### src/rtl/mips_decls_p.sv
// Shared declarations for the multicycle MIPS: core control states and
// the memory arbiter states plus its latency-counter helpers.
package mips_decls_p;

  typedef enum logic [3:0] {
    FETCH, DECODE, MEMADR, MEMRD, MEMWB, MEMWR,
    RTYPEEX, RTYPEWB, BEQEX, ADDIEX, ADDIWB, JEX
  } state_t;

  typedef enum logic [1:0] {
    ARB_IDLE, ARB_ISSUE, ARB_WAIT, ARB_RESP
  } arb_state_t;

  localparam int ARB_CNT_W = 4;

  function automatic logic [ARB_CNT_W-1:0] arb_lat_load(input int lat);
    return ARB_CNT_W'(lat - 1);
  endfunction

endpackage

### src/rtl/rr_pick2.sv
// Combinational two-way round-robin picker; on a tie the port that did not
// win last time is chosen.
module rr_pick2 (
  input  logic req0,
  input  logic req1,
  input  logic last_gnt,
  output logic valid,
  output logic winner
);

  always_comb begin
    valid  = req0 | req1;
    winner = 1'b0;
    if (req0 && req1) winner = ~last_gnt;
    else if (req1)    winner = 1'b1;
  end

endmodule

### src/rtl/mem_arbiter.sv
// Two-master round-robin arbiter in front of the unified MIPS memory.
//   state     | meaning
//   ARB_IDLE  | waiting for a request; grant and register the winner
//   ARB_ISSUE | one-cycle memory strobe, latency counter loaded
//   ARB_WAIT  | counting down the memory latency, rdata captured at zero
//   ARB_RESP  | one-cycle ack to the granted port
module mem_arbiter
  import mips_decls_p::*;
#(
  parameter int ADDR_W  = 32,
  parameter int DATA_W  = 32,
  parameter int MEM_LAT = 1
) (
  input  logic              clk,
  input  logic              reset,
  input  logic              req0,
  input  logic              req1,
  input  logic              we0,
  input  logic              we1,
  input  logic [ADDR_W-1:0] addr0,
  input  logic [ADDR_W-1:0] addr1,
  input  logic [DATA_W-1:0] wdata0,
  input  logic [DATA_W-1:0] wdata1,
  output logic              ack0,
  output logic              ack1,
  output logic [DATA_W-1:0] rdata,
  output logic              busy,
  output logic              mem_en,
  output logic              mem_we,
  output logic [ADDR_W-1:0] mem_addr,
  output logic [DATA_W-1:0] mem_wdata,
  input  logic [DATA_W-1:0] mem_rdata
);

  localparam logic [ARB_CNT_W-1:0] LAT_LOAD = arb_lat_load(MEM_LAT);

  arb_state_t             state, state_nx;
  logic                   gnt;
  logic                   last_gnt;
  logic                   we_r;
  logic [ADDR_W-1:0]      addr_r;
  logic [DATA_W-1:0]      wdata_r;
  logic [ARB_CNT_W-1:0]   cnt;
  logic                   pick_valid;
  logic                   pick_winner;

  rr_pick2 u_pick (
    .req0     (req0),
    .req1     (req1),
    .last_gnt (last_gnt),
    .valid    (pick_valid),
    .winner   (pick_winner)
  );

  always_ff @(posedge clk) begin
    if (reset) state <= ARB_IDLE;
    else       state <= state_nx;
  end

  // WAIT is always visited so the latched read data is ready in the ack cycle.
  always_comb begin
    state_nx = state;
    busy     = 1'b1;
    mem_en   = 1'b0;
    mem_we   = 1'b0;
    ack0     = 1'b0;
    ack1     = 1'b0;
    case (state)
      ARB_IDLE: begin
        busy = 1'b0;
        if (pick_valid) state_nx = ARB_ISSUE;
      end
      ARB_ISSUE: begin
        mem_en   = 1'b1;
        mem_we   = we_r;
        state_nx = ARB_WAIT;
      end
      ARB_WAIT: begin
        if (cnt == '0) state_nx = ARB_RESP;
      end
      ARB_RESP: begin
        ack0     = ~gnt;
        ack1     = gnt;
        state_nx = ARB_IDLE;
      end
      default: state_nx = ARB_IDLE;
    endcase
  end

  always_ff @(posedge clk) begin
    if (reset) begin
      gnt      <= 1'b0;
      last_gnt <= 1'b1;
      we_r     <= 1'b0;
      addr_r   <= '0;
      wdata_r  <= '0;
      cnt      <= '0;
      rdata    <= '0;
    end else begin
      if (state == ARB_IDLE && pick_valid) begin
        gnt      <= pick_winner;
        last_gnt <= pick_winner;
        we_r     <= pick_winner ? we1    : we0;
        addr_r   <= pick_winner ? addr1  : addr0;
        wdata_r  <= pick_winner ? wdata1 : wdata0;
      end
      if (state == ARB_ISSUE)
        cnt <= LAT_LOAD;
      else if (state == ARB_WAIT && cnt != '0)
        cnt <= cnt - 1'b1;
      if (state == ARB_WAIT && cnt == '0)
        rdata <= mem_rdata;
    end
  end

  assign mem_addr  = addr_r;
  assign mem_wdata = wdata_r;

endmodule

### config.mk
export PLATFORM = sky130hd
export DESIGN_NAME = mem_arbiter
export DESIGN_NICKNAME = d
export VERILOG_FILES = /design/src/rtl/mips_decls_p.sv /design/src/rtl/rr_pick2.sv /design/src/rtl/mem_arbiter.sv
export SDC_FILE = /design/constraint.sdc
export NUM_CORES = 1
export LEC_CHECK = 0
export ABC_CLOCK_PERIOD_IN_PS = 2600
export BUFFER_PORTS_ARGS = -buffer_cell sky130_fd_sc_hd__buf_4
export CORE_AREA = 2 2 116 90
export DETAILED_ROUTE_END_ITERATION = 8
export DIE_AREA = 0 0 118 92
export HOLD_SLACK_MARGIN = 0.1
export PLACE_DENSITY = 0.95
export SETUP_SLACK_MARGIN = 0.02
export SLEW_MARGIN = 40
export SYNTH_ARGS = -nofsm -noshare
export SYNTH_HDL_FRONTEND = slang
export SYNTH_SLANG_ARGS = --single-unit
### constraint.sdc
create_clock -name clk -period 2.6 [get_ports clk]
set_input_delay 0.39 -clock clk [delete_from_list [all_inputs] [get_ports clk]]
set_output_delay 0.39 -clock clk [all_outputs]
set_load 0.05 [all_outputs]
# ---- After elaboration in Yosys (flattened, before gate mapping)
# Index checks and enable logic that the tools add are counted.
dict set report totals {
  reg_bits 105
  out_inout_bits 101
  input_bits 166
  elab_cells 39
}
dict set report classes {
  muxes 13
  add_sub_neg 1
  n_eq_ne 5
  reduce_logical 9
  bitwise 3
}
# op count
set ops {}
lappend ops {{$mux W32} 2}
lappend ops {{$mux W1} 8}
lappend ops {{$pmux W2 S4} 1}
lappend ops {{$eq A2 B2 Y1 const B} 2}
lappend ops {{$logic_and A1 B1 Y1} 4}
lappend ops {{$logic_not A4 Y1} 1}
lappend ops {{$mux W2} 2}
lappend ops {{$reduce_bool A4 Y1} 1}
lappend ops {{$sub A4 B1 Y4 const B} 1}
lappend ops {{$eq A2 B1 Y1 const B} 1}
lappend ops {{$logic_not A2 Y1} 1}
lappend ops {{$ne A2 B1 Y1 const B} 1}
lappend ops {{$ne A2 B2 Y1 const B} 1}
lappend ops {{$not A1 Y1} 2}
lappend ops {{$reduce_and A2 Y1} 1}
lappend ops {{$reduce_or A2 Y1} 1}
lappend ops {{$or A1 B1 Y1} 1}

# ---- Depth between registers and ports, before layout
# Gate-level depths: netlist of the first run.
dict set report depth {
  ltp_word 3
  mapped_depth 8
  mapped_depth_nobuf 5
}

# ---- Modules after synthesis
# A second synthesis of the first run with hierarchy kept.
dict set report hier_totals {
  hier_cells 491
  hier_area_um2 4727.0
}
# mod cells_each area_each_um2 seq_area_each_um2 instances
set modules_own_cells {}
lappend modules_own_cells {mem_arbiter 489 4713.3 2102.0 1}
lappend modules_own_cells {rr_pick2 2 13.8 0.0 1}

# ---- Least setup slack after synthesis of the first run
# Ideal clock, no wire load.
dict set report synth_path {
  path_kind {register -> output}
  startpoint {register state[1]}
  endpoint {output port mem_we}
  path_stages_with_launch 4
  n_path_buf 0
  t_arrival_ns 1.387
  path_slack_ns 0.823
  cell_sequence {dfxtp_1 -> inv_1 -> ha_1 -> and2_1}
}
dict set report synth_via {
  elab_chain_cells 2
}
# element line
set synth_lines {}
lappend synth_lines {{from (decl)} mem_arbiter.sv:37} ;# arb_state_t state, state_nx;
lappend synth_lines {{from (signal assigned)} mem_arbiter.sv:57} ;# else state <= state_nx;
lappend synth_lines {{$eq A2 B1 Y1} mem_arbiter.sv:68} ;# case (state)
lappend synth_lines {{$mux W1} mem_arbiter.sv:68}
lappend synth_lines {{to (decl)} mem_arbiter.sv:29} ;# output logic mem_we,
# No other way between the ends.

# ---- Worst setup path after layout of the first run
dict set report layout_path {
  startpoint {register state[0]}
  endpoint {register addr_r[27], in the netlist mem_addr[27]}
}
dict set report layout_via {
  elab_chain_cells 2
}
# element line
set layout_lines {}
lappend layout_lines {{$logic_not A2 Y1} mem_arbiter.sv:100} ;# if (state == ARB_IDLE && pick_valid) begin
lappend layout_lines {{$logic_and A1 B1 Y1} mem_arbiter.sv:100}
lappend layout_lines {{to (signal assigned)} mem_arbiter.sv:104} ;# addr_r <= pick_winner ? addr1 : addr0;
lappend layout_lines {{to (decl)} mem_arbiter.sv:41} ;# logic [ADDR_W-1:0] addr_r;
# No other way between the ends.
# A chain may end at the register's enable or synchronous reset.

==> key figures, run 1 <==
Outcome
  – Status: finished, final reports clean

Worst setup path
  – Flop2flop setup slack: slightly above 700 ps
  – CP Launch Type: flip-flop
  – R2R depth: 6
  – WP data arrival: 2120 ps
  – RR Endpoint: mem_addr[27]
  – CP Max Fanout: 52
  – Worst Setup End Kind: flip-flop
  – Crit Path Class: reg2reg
  – Critical R2R Launch: state[0]
  – Critical Path RT: around 2800 ps

Detailed routing
  – WL final: about 12000 um
  – Vias per cell: 5.013
  – Wirelength per Cell: ~14 um
  – Vias: around 4400
  – Post-DRT Antenna Nets: 0
  – Residual DRC count: 0
  – DRT iter0 DRCs: 231
  – Drt pass-1 iters: 4

Logic synthesis
  – Syn Std Cell Area: roughly 4400 um^2
  – EDFF count, synth: 0
  – Sequential fraction of the synthesis area: between 40 and 50%
  – Mapped Nets: ~660
  – Synthesized flop and latch total: roughly 110
  – Syn avg cell area: a little over 9 um^2
  – Yosys warns: 0
  – Ys flop type: dfxtp_1
  – Asr flop ratio synth: 0%
  – Synthesized instance count: between 400 and 500
  – Synth cell types: 35

Layout
  – Antenna Cells: 0
  – Layout cells sized above 1: between 40% and 50%
  – Most common cell after layout, fill and taps aside: buf_4
  – Nets: ~900
  – Fin area: around 6800 um^2
  – Synth-to-Final Area Change: 53.25%
  – Most frequent cells in the layout: buf_4 (270), dfxtp_1 (105), nor2_1 (67)
  – Non-filler cells, final: 868

Power
  – Peak supply drop: 0.6542 mV
  – Leak pwr: between 3 and 4 nW
  – Pwr dens: 1163 nW/um^2
  – Total power: roughly 7.9 mW

Worst hold path
  – Hold Path End: rdata[11]
  – Hold_sp: mem_rdata[11]
  – Hold Path Class: in2reg
  – Worst hold path depth: 3

CTS
  – Post CTS Setup Buffer Count: 0
  – Max Root-Sink Buffers: 2
  – CTS tree: done
  – Worst-path clk slew: 70 ps
  – Clock latency on the worst-skew pair: roughly 340 ps
  – Post-cts sizing count: 0
  – CTS Hold Bufs: 0
  – Clock root cell: clkbuf_16
  – H-tree depth: 3
  – CTS buffer count: 9
  – Clock Sinks: 105

Placed design
  – Port buffer count: about 270
  – Inst Count DP: approximately 850
  – Placed cell areas: approximately 6500 um^2
  – Hpwl dp: 9466 um
  – GP Congestion: between 0.7 and 0.8
  – Placement Setup Slack: between 700 and 800 ps

Die
  – Die X-Extent: about 120 um
  – Core footprint: between 9000 and 10000 um^2
  – Ports: between 200 and 300
  – Starting Density: around 45%
  – Die area: 10860 um^2
  – FP Rows: 32
  – Die Y: between 90 and 100 um

Timing
  – Fin. Hold Viols: 0
  – Fin crit share: just over 70%
  – Crit path time final: 1882 ps
  – Clk_skew: 7.798 ps
  – Setup TNS: 0 ps
  – F_max: around 530 MHz
  – RSZ-0062 raised after global routing: no
  – Slew @ Worst Pin: about 670 ps
  – Setup Viol. Count Final: 0
  – Slew Limit Fails: 0
  – Final setup margin: around 720 ps
  – Slew margin rel.: a little under three fifths

Global route
  – Vias in the first global route: about 4300
  – Total Routing Usage GR: 22.63%
  – Largest net degree at the start of global routing: between 60 and 70
  – Grt total ovfl: 0
  – GRT busiest layer: met2
  – GR Util met1: roughly a quarter
  – Met2 usage: ~42%
  – First-pass GRT wire length: roughly 20000 um
  – Met3 Usage GRT: slightly below 7%
  – Antenna violations before repair: 0

Job
  – MaxCap Viol Count: 0
==> Yosys cell counts (all sizes together) (2+ instances only) <==
cell,number,area share [%]
dfxtp,105,47
or2,2,0.28
a21oi,36,4.1
mux2i,66,15
a211oi,66,11
buf,18,3.1
o21ai,3,0.34
nor3b,2,0.34
nor2,67,5.7
clkbuf,23,1.9
nand2b,2,0.28
inv,6,0.51
nand2,64,5.4
ha,6,1.7
and2,2,0.28
==> registers in the layout, indices dropped and copies added (netlist names) <==
signal     count
mem_wdata     32
cnt            4
state          2
mem_addr      32
last_gnt       1
gnt            1
we_r           1
rdata         32
==> through the flow <==
stage	util [%]	hold slack (ps)
after floorplan	-	455.7
after CTS	68.89	286.2
after detailed placement	65.80	448.5
after global routing	68.89	287.3
final	68.89	300.2
after global placement	65.80	442.1
==> routing by layer <==
metal  wire length (um)  vias to the layer above
li1                   -                     2185
met1               4917                     2000
met2               6507                      152
met3                814                       14
met4                152                        0
met5                  0                        -
==> report_power, final <==
| group | internal [mW] | total (mW) | switching, mW |
|---|---|---|---|
| Clock | 0.776 | 1.36 | 0.584 |
| Combinational | 1.35 | 4.20 | 2.85 |
| Sequential | 2.10 | 2.37 | 0.267 |
| Total | 4.22 | 7.92 | 3.70 |
==> cell type report <==
type                       instances  area (um^2)
fill                             779         3077
clock inverter                     6        66.31
timing repair buffer             273         2087
clock buffer                      10        239.0
sequential                       105         2102
inverter                           6        22.52
tap                              136        170.2
multi-input combinational        332         2126
==> cells by family (layout without fill, tap and decap cells) <==
logic type,after synthesis,count (layout),synth area share (%)
AND/OR/NAND/NOR,147,147,13.59
flip-flops,105,105,47.28
buffers and inverters,47,295,5.573
AO/OA/AOI/OAI,112,112,16.80
multiplexers,66,66,14.86
XOR/XNOR,1,1,0.1971
adder cells (fa/ha/maj),6,6,1.689
==> critical path, cell delays in order, from the launching register on <==
cell	delay, ps
dfxtp_1	330
inv_1	120
ha_1	300
o21a_4	440
buf_12	270
nor2_1	70
a211oi_1	230
==> how the worst max path moves through the flow <==
stage | from | end | slack (ps)
after floorplan | state[1] | mem_we | 820
after global placement | state[0] | mem_addr[20] | 860
after detailed placement | state[0] | mem_addr[15] | 720
after CTS | state[0] | mem_addr[20] | 700
after global routing | state[0] | mem_addr[30] | 480
final | state[0] | mem_addr[27] | 720
No activity file was read; power rests on OpenSTA's default activity.
==> run 2, diff against run 1 <==
ABC_AREA = 1   (was default)
ABC_CLOCK_PERIOD_IN_PS = 1620   (was 2600)
CORE_AREA = 2 2 127 98   (was 2 2 116 90)
DIE_AREA = 0 0 129 100   (was 0 0 118 92)
PLACE_DENSITY = 0.87   (was 0.95)
clock period = 1.62 ns   (was 2.6 ns; I/O delays follow)
==> key figures, run 2 <==
Logic synthesis
  – Sequential fraction of the synthesis area: 45.89% (-1.4 points)
  – Ys flop type: dfxtp_1
  – Synth cell types: 24 (-31%)
  – Post-synth top area cell: dfxtp_1
  – Synth top cells by count: nand2_1 (146), dfxtp_1 (105), a21oi_1 (91)
  – Mapped Nets: 807 (+23%)
  – EDFF count, synth: 0 (unchanged)
  – Synthesized flop and latch total: 105 (unchanged)
  – Syn Std Cell Area: 4581 um^2 (+3.0%)
  – Largest cells by area after synthesis: dfxtp_1 (46%), nand2_1 (12%), a21oi_1 (9.9%)
  – Synthesized instance count: 635 (+31%)
  – Most common cell in the synthesized netlist: nand2_1
  – Yosys warns: 0 (unchanged)
  – Asr flop ratio synth: 0% (unchanged)
  – Syn avg cell area: 7.214 um^2 (-21%)
  – Synth top area share: 45.89% (-1.4 points)

Layout
  – Nets: 1055 (+17%)
  – Layout cells sized above 1: 35.81% (-4.5 points)
  – Final Core Density: 59.24% (-9.6 points)
  – Antenna Cells: 0 (unchanged)
  – Most common cell after layout, fill and taps aside: buf_4
  – Synth-to-Final Area Change: 53.48%
  – Most frequent cells in the layout: buf_4 (270), nand2_1 (146), dfxtp_1 (103)
  – # fillers: 1070 (+37%)

Detailed routing
  – Drt pass-1 iters: 5 (+1)
  – Vias per cell: 4.699 (-6.3%)
  – Post-DRT Antenna Nets: 0 (unchanged)
  – Wirelength per Cell: 12.70 um (-11%)
  – Residual DRC count: 0 (unchanged)
  – WL final: 13390 um (+8.1%)
  – DRT iter0 DRCs: 222 (-3.9%)
  – Vias: 4953 (+14%)

Placed design
  – Placement Setup Slack: 75.62 ps (-644.6 ps)
  – Port buffer count: 266 (unchanged)
  – Hpwl dp: 9904 um (+4.6%)
  – GP Congestion: 0.8088 (+8.7%)

CTS
  – Clock Sinks: 105 (unchanged)
  – Clock root cell: clkbuf_16
  – H-tree depth: 3 (unchanged)
  – CTS tree: done
  – CTS buffer count: 9 (unchanged)
  – Max Root-Sink Buffers: 2 (unchanged)
  – Clock latency on the worst-skew pair: 340 ps (about the same)
  – Post CTS Setup Buffer Count: 0 (unchanged)
  – Worst-path clk slew: 70 ps (about the same)

Die
  – FP Rows: 35 (+9.4%)
  – Core footprint: 11870 um^2 (+20%)
  – Ports: 267 (unchanged)
  – Die X-Extent: 129 um (+9.3%)
  – Die area: 12900 um^2 (+19%)
  – Starting Density: 38.60% (-6.4 points)
  – Die Y: 100 um (+8.7%)

Job
  – MaxCap Viol Count: 0 (unchanged)

Global route
  – Total Routing Usage GR: 20.60% (-2.0 points)
  – Antenna violations before repair: 0 (unchanged)
  – Largest net degree at the start of global routing: 65 (-3.0%)
  – Grt total ovfl: 0 (unchanged)
  – Vias in the first global route: 4661 (+7.7%)
  – First-pass GRT wire length: 21490 um (+6.8%)

Worst setup path
  – Crit Path Class: reg2out
  – Critical Path RT: 1380 ps (-1460 ps)
  – CP Launch Type: flip-flop
  – CP Max Fanout: 4 (-92%)
  – WP data arrival: 1280 ps (-840 ps)
  – Worst Setup End Kind: output port

Timing
  – Fin. Hold Viols: 0 (unchanged)
  – Setup Viol. Count Final: 0 (unchanged)
  – Slew Limit Fails: 0 (unchanged)
  – Fin crit share: 94.29%
  – Slew margin rel.: 80.49% (+25 points)
  – Slew @ Worst Pin: 292.6 ps (-376.2 ps)
  – RSZ-0062 raised after global routing: no
  – F_max: between 600 and 700 MHz
  – Crit path time final: 1528 ps
  – Final setup margin: 92.42 ps (-625.1 ps)
  – Clk_skew: 6.238 ps (-1.560 ps)
  – Setup TNS: 0 ps (unchanged)

Outcome
  – Status: finished, final reports clean

Power
  – Clock Power Share: 16.7% (-0.5 points)
  – Pwr dens: 1867 nW/um^2 (+61%)
  – Sequential Power Share: 29.4% (-0.5 points)
  – Net Sw Frac: 47.70% (+0.99 points)
  – Comb power frac: 53.9% (+0.9 points)
  – Net Switching: 6.261 mW (+69%)
  – P_int: 6.865 mW (+63%)
  – Leak pwr: 3.424 nW (+11%)
  – Peak supply drop: 0.8553 mV (+31%)

Worst hold path
  – Hold Path Class: in2reg
## run 2: changes by cell type in the layout (fill, tap and decap cells not counted), moves of 9 or more
cell / previous run / this run
inv_1: 6 / 40
o21ai_1: 0 / 35
nand2_1: 64 / 146
nor2_1: 67 / 79
o21ai_0: 3 / 64
a21oi_2: 0 / 9
a211oi_1: 66 / 0
mux2i_1: 66 / 0
a21oi_1: 36 / 91
## run 2: layout make-up
type	count	area (um^2)	share of cell area (%)
timing repair buffer	281	2220	31.57
sequential	105	2107	29.97
clock inverter	7	76.32	1.086
multi-input combinational	440	2019	28.72
tap	166	207.7	2.954
inverter	46	175.2	2.492
clock buffer	9	225.2	3.203
## run 2: cell families after synthesis
family,share of synthesized area (%)
AOI/OAI and AO/OA,22.81
DFF,45.89
buffers and inverters,10.08
and+or+nand+nor,19.59
adders and majority gates,1.639
## run 2: critical path, cell delays in order (launching register included)
cell and delay (ps):
dfxtp_4 360, inv_2 70, ha_1 200, nand2_1 80, inv_1 50, buf_4 180
## run 2: through the flow
stage	hold slack (ps)	power, mW	std cells	instance area, um^2
2_1_floorplan	312.1	8.837	635	4581
3_3_place_gp	428.4	10.82	1037	6703
3_5_place_dp	434.8	10.93	1037	6703
4_1_cts	104.7	13.18	1054	7023
5_1_grt	106.6	13.89	1054	7030
6_report	115.7	13.13	1054	7030
## run 2: metal layers
layer  global-route usage (%)  up-vias  routed length [um]
li1                         -     2538                   -
met1                    24.85     2201                5779
met2                    34.68      189                6252
met3                    6.770       25                1050
met4                    7.023        0                 308
met5                        0        -                   0
## run 2: repair_timing
action	CTS	global route
hold endpoints to repair	1	0
endpoints found under the setup margin	2	18
gates resized for setup	4	6
hold buffers	1	0
## run 2: power by group through the flow
stage | logic [mW] | registers (mW) | clock network, mW
finish | 7.07 | 3.85 | 2.20
global route | 7.59 | 3.94 | 2.36
CTS | 7.07 | 3.85 | 2.27
detailed placement | 7.05 | 3.88 | 0
global placement | 6.97 | 3.85 | 0
floorplan | 2.34 | 6.50 | 0
## run 2: path summary, 6_finish.rpt
check	slack [ps]	depth (start not counted)	from	end
worst min-delay path	120	3	wdata1[28]	mem_wdata[28]
worst min register to register	440	2	rdata[20]	rdata[20]
worst max register to register	170	8	state[1]	mem_wdata[18]
worst max-delay path	90	5	state[1]	mem_we
==> run 3, diff against run 2 <==
MAX_ROUTING_LAYER = met4   (was default)
==> key figures, run 3 (synthesis gave the netlist of run 2 again) <==
Worst setup path
  – Flop2flop setup slack: 180 ps (about the same)
  – End point of the critical path: mem_we
  – RR Endpoint: mem_wdata[18]
  – Crit Path Class: reg2out
  – CP max-delay cell: dfxtp_4
  – Slowest stage delay, CP: 360 ps (about the same)
  – WP data arrival: 1290 ps (about the same)
  – Critical R2R Launch: state[1]
  – CP Launch Type: flip-flop
  – Critical Path Start: state[1]
  – Worst Setup End Kind: output port
  – Critical Path RT: 1380 ps (about the same)
  – CP cell instances: inv_2, ha_1, nand2_1, inv_1, buf_4
  – CP Max Fanout: 4 (unchanged)
  – R2R depth: 8 (unchanged)

Global route
  – First-pass GRT wire length: 21490 um (about the same)
  – Largest net degree at the start of global routing: 65 (unchanged)
  – Vias in the first global route: 4671 (+0.21%)
  – Grt total ovfl: 0 (unchanged)
  – Total Routing Usage GR: 21.19% (+0.59 points)
  – Antenna violations before repair: 0 (unchanged)

Placed design
  – Placed cell areas: 6703 um^2 (unchanged)
  – Hpwl dp: 9904 um (unchanged)
  – Port buffer count: 266 (unchanged)
  – Inst Count DP: 1037 (unchanged)
  – GP Congestion: 0.8207 (+1.5%)

Layout
  – Most common cell after layout, fill and taps aside: buf_4
  – Layout cells sized above 1: 35.81% (unchanged)
  – Non-filler cells, final: 1054 (unchanged)
  – Nets: 1055 (unchanged)
  – Synth-to-Final Area Change: 53.48% (unchanged)
  – Antenna Cells: 0 (unchanged)
  – Fin area: 7030 um^2 (unchanged)
  – Most frequent cells in the layout: buf_4 (270), nand2_1 (146), dfxtp_1 (103)

Detailed routing
  – Post-DRT Antenna Nets: 0 (unchanged)
  – WL final: 13360 um (-0.25%)
  – DRT iter0 DRCs: 204 (-8.1%)
  – Met3 Wirelength: 844 um (-20%)
  – Drt pass-1 iters: 4 (-1)
  – Routed length on met2: 6274 um (+0.35%)
  – Met1 WL: 5908 um (+2.2%)
  – Wirelength per Cell: 12.67 um (-0.25%)
  – Vias: 4942 (-0.22%)
  – Residual DRC count: 0 (unchanged)
  – Vias per cell: 4.689 (-0.22%)
  – Highest routed layer: met4

Worst hold path
  – Hold Path Class: in2reg

CTS
  – CTS buffer count: 9 (unchanged)
  – Max Root-Sink Buffers: 2 (unchanged)
  – H-tree depth: 3 (unchanged)
  – Worst-path clk slew: 70 ps (about the same)
  – Clock latency on the worst-skew pair: 340 ps (about the same)
  – CTS tree: done
  – Clock root cell: clkbuf_16
  – Clock Sinks: 105 (unchanged)

Power
  – Total power: 13.12 mW (about the same)
  – Peak supply drop: 0.8550 mV (about the same)
  – Leak pwr: 3.424 nW (unchanged)
  – Pwr dens: 1867 nW/um^2 (about the same)

Die
  – Die Y: 100 um (unchanged)
  – Ports: 267 (unchanged)
  – Die X-Extent: 129 um (unchanged)
  – Starting Density: 38.60% (unchanged)
  – Die area: 12900 um^2 (unchanged)
  – Core footprint: 11870 um^2 (unchanged)
  – FP Rows: 35 (unchanged)

Outcome
  – Status: finished, final reports clean

Job
  – MaxCap Viol Count: 0 (unchanged)

Timing
  – Slew Limit Fails: 0 (unchanged)
  – F_max: 654.2 MHz (about the same)
  – Slew margin rel.: 80.28% (-0.21 points)
  – RSZ-0062 raised after global routing: no
  – Hold slack final: 115.0 ps (-0.7480 ps)
  – Setup Viol. Count Final: 0 (unchanged)
  – Fin crit share: 94.36% (about the same)
  – Setup TNS: 0 ps (unchanged)
  – Clk_skew: 6.113 ps (-0.1250 ps)
  – Slew @ Worst Pin: 295.7 ps (+3.156 ps)
  – Crit path time final: 1529 ps (+1.121 ps)
  – Fin. Hold Viols: 0 (unchanged)
==> run 3: cell counts in the layout (fill, tap and decap cells not counted) <==
No cell type changed its count.
==> run 3: report_power, final <==
| part | leakage [nW] | switching (mW) | internal [mW] |
|---|---|---|---|
| clock network | 0.142 | 0.990 | 1.21 |
| logic | 2.41 | 4.83 | 2.25 |
| registers | 0.868 | 0.443 | 3.41 |
==> run 3: timing repair <==
item | in CTS | in global routing
endpoints found under the hold margin | 1 | 0
hold buffers | 1 | 0
setup endpoints to repair | 2 | 19
resized for setup | 4 | 6
buffers inserted | 0 | 0
==> run 3: cell type report <==
cell class | instances | area [um^2]
repair buffers | 281 | 2220
flip-flops and latches | 105 | 2107
well taps | 166 | 207.7
multi-input cells | 440 | 2019
clock inverters | 7 | 76.32
fillers | 1070 | 4837
clock buffers | 9 | 225.2
inverters | 46 | 175.2
==> run 3: per-layer routing <==
metal | track usage [%] | vias up
met4 | 7.525 | 0
met1 | 25.35 | 2194
met5 | - | -
met3 | 5.437 | 27
met2 | 34.76 | 182
li1 | - | 2539
==> run 3: worst max-delay path, delay by kind of cell (launching register included) <==
family,cells,cell delay (ps)
buffers and inverters,3,300
AND/OR/NAND/NOR,1,80
adder cells (fa/ha/maj),1,200
flip-flops,1,360
==> run 3: stage by stage <==
stage	worst slack (ps)	util (%)
floorplan	62.85	-
global placement	123.2	56.48
detailed placement	75.62	56.48
CTS	46.38	59.18
global route	25.87	59.24
finish	91.30	59.24
==> run 3: how the worst min path moves through the flow <==
stage,cells after the start,slack [ps],endpoint,startpoint
floorplan,1,310,gnt,reset
global placement,2,430,gnt,reset
detailed placement,2,430,rdata[2],rdata[2]
CTS,3,100,mem_wdata[28],wdata1[28]
global route,3,110,mem_wdata[29],wdata1[29]
finish,3,110,mem_wdata[28],wdata1[28]
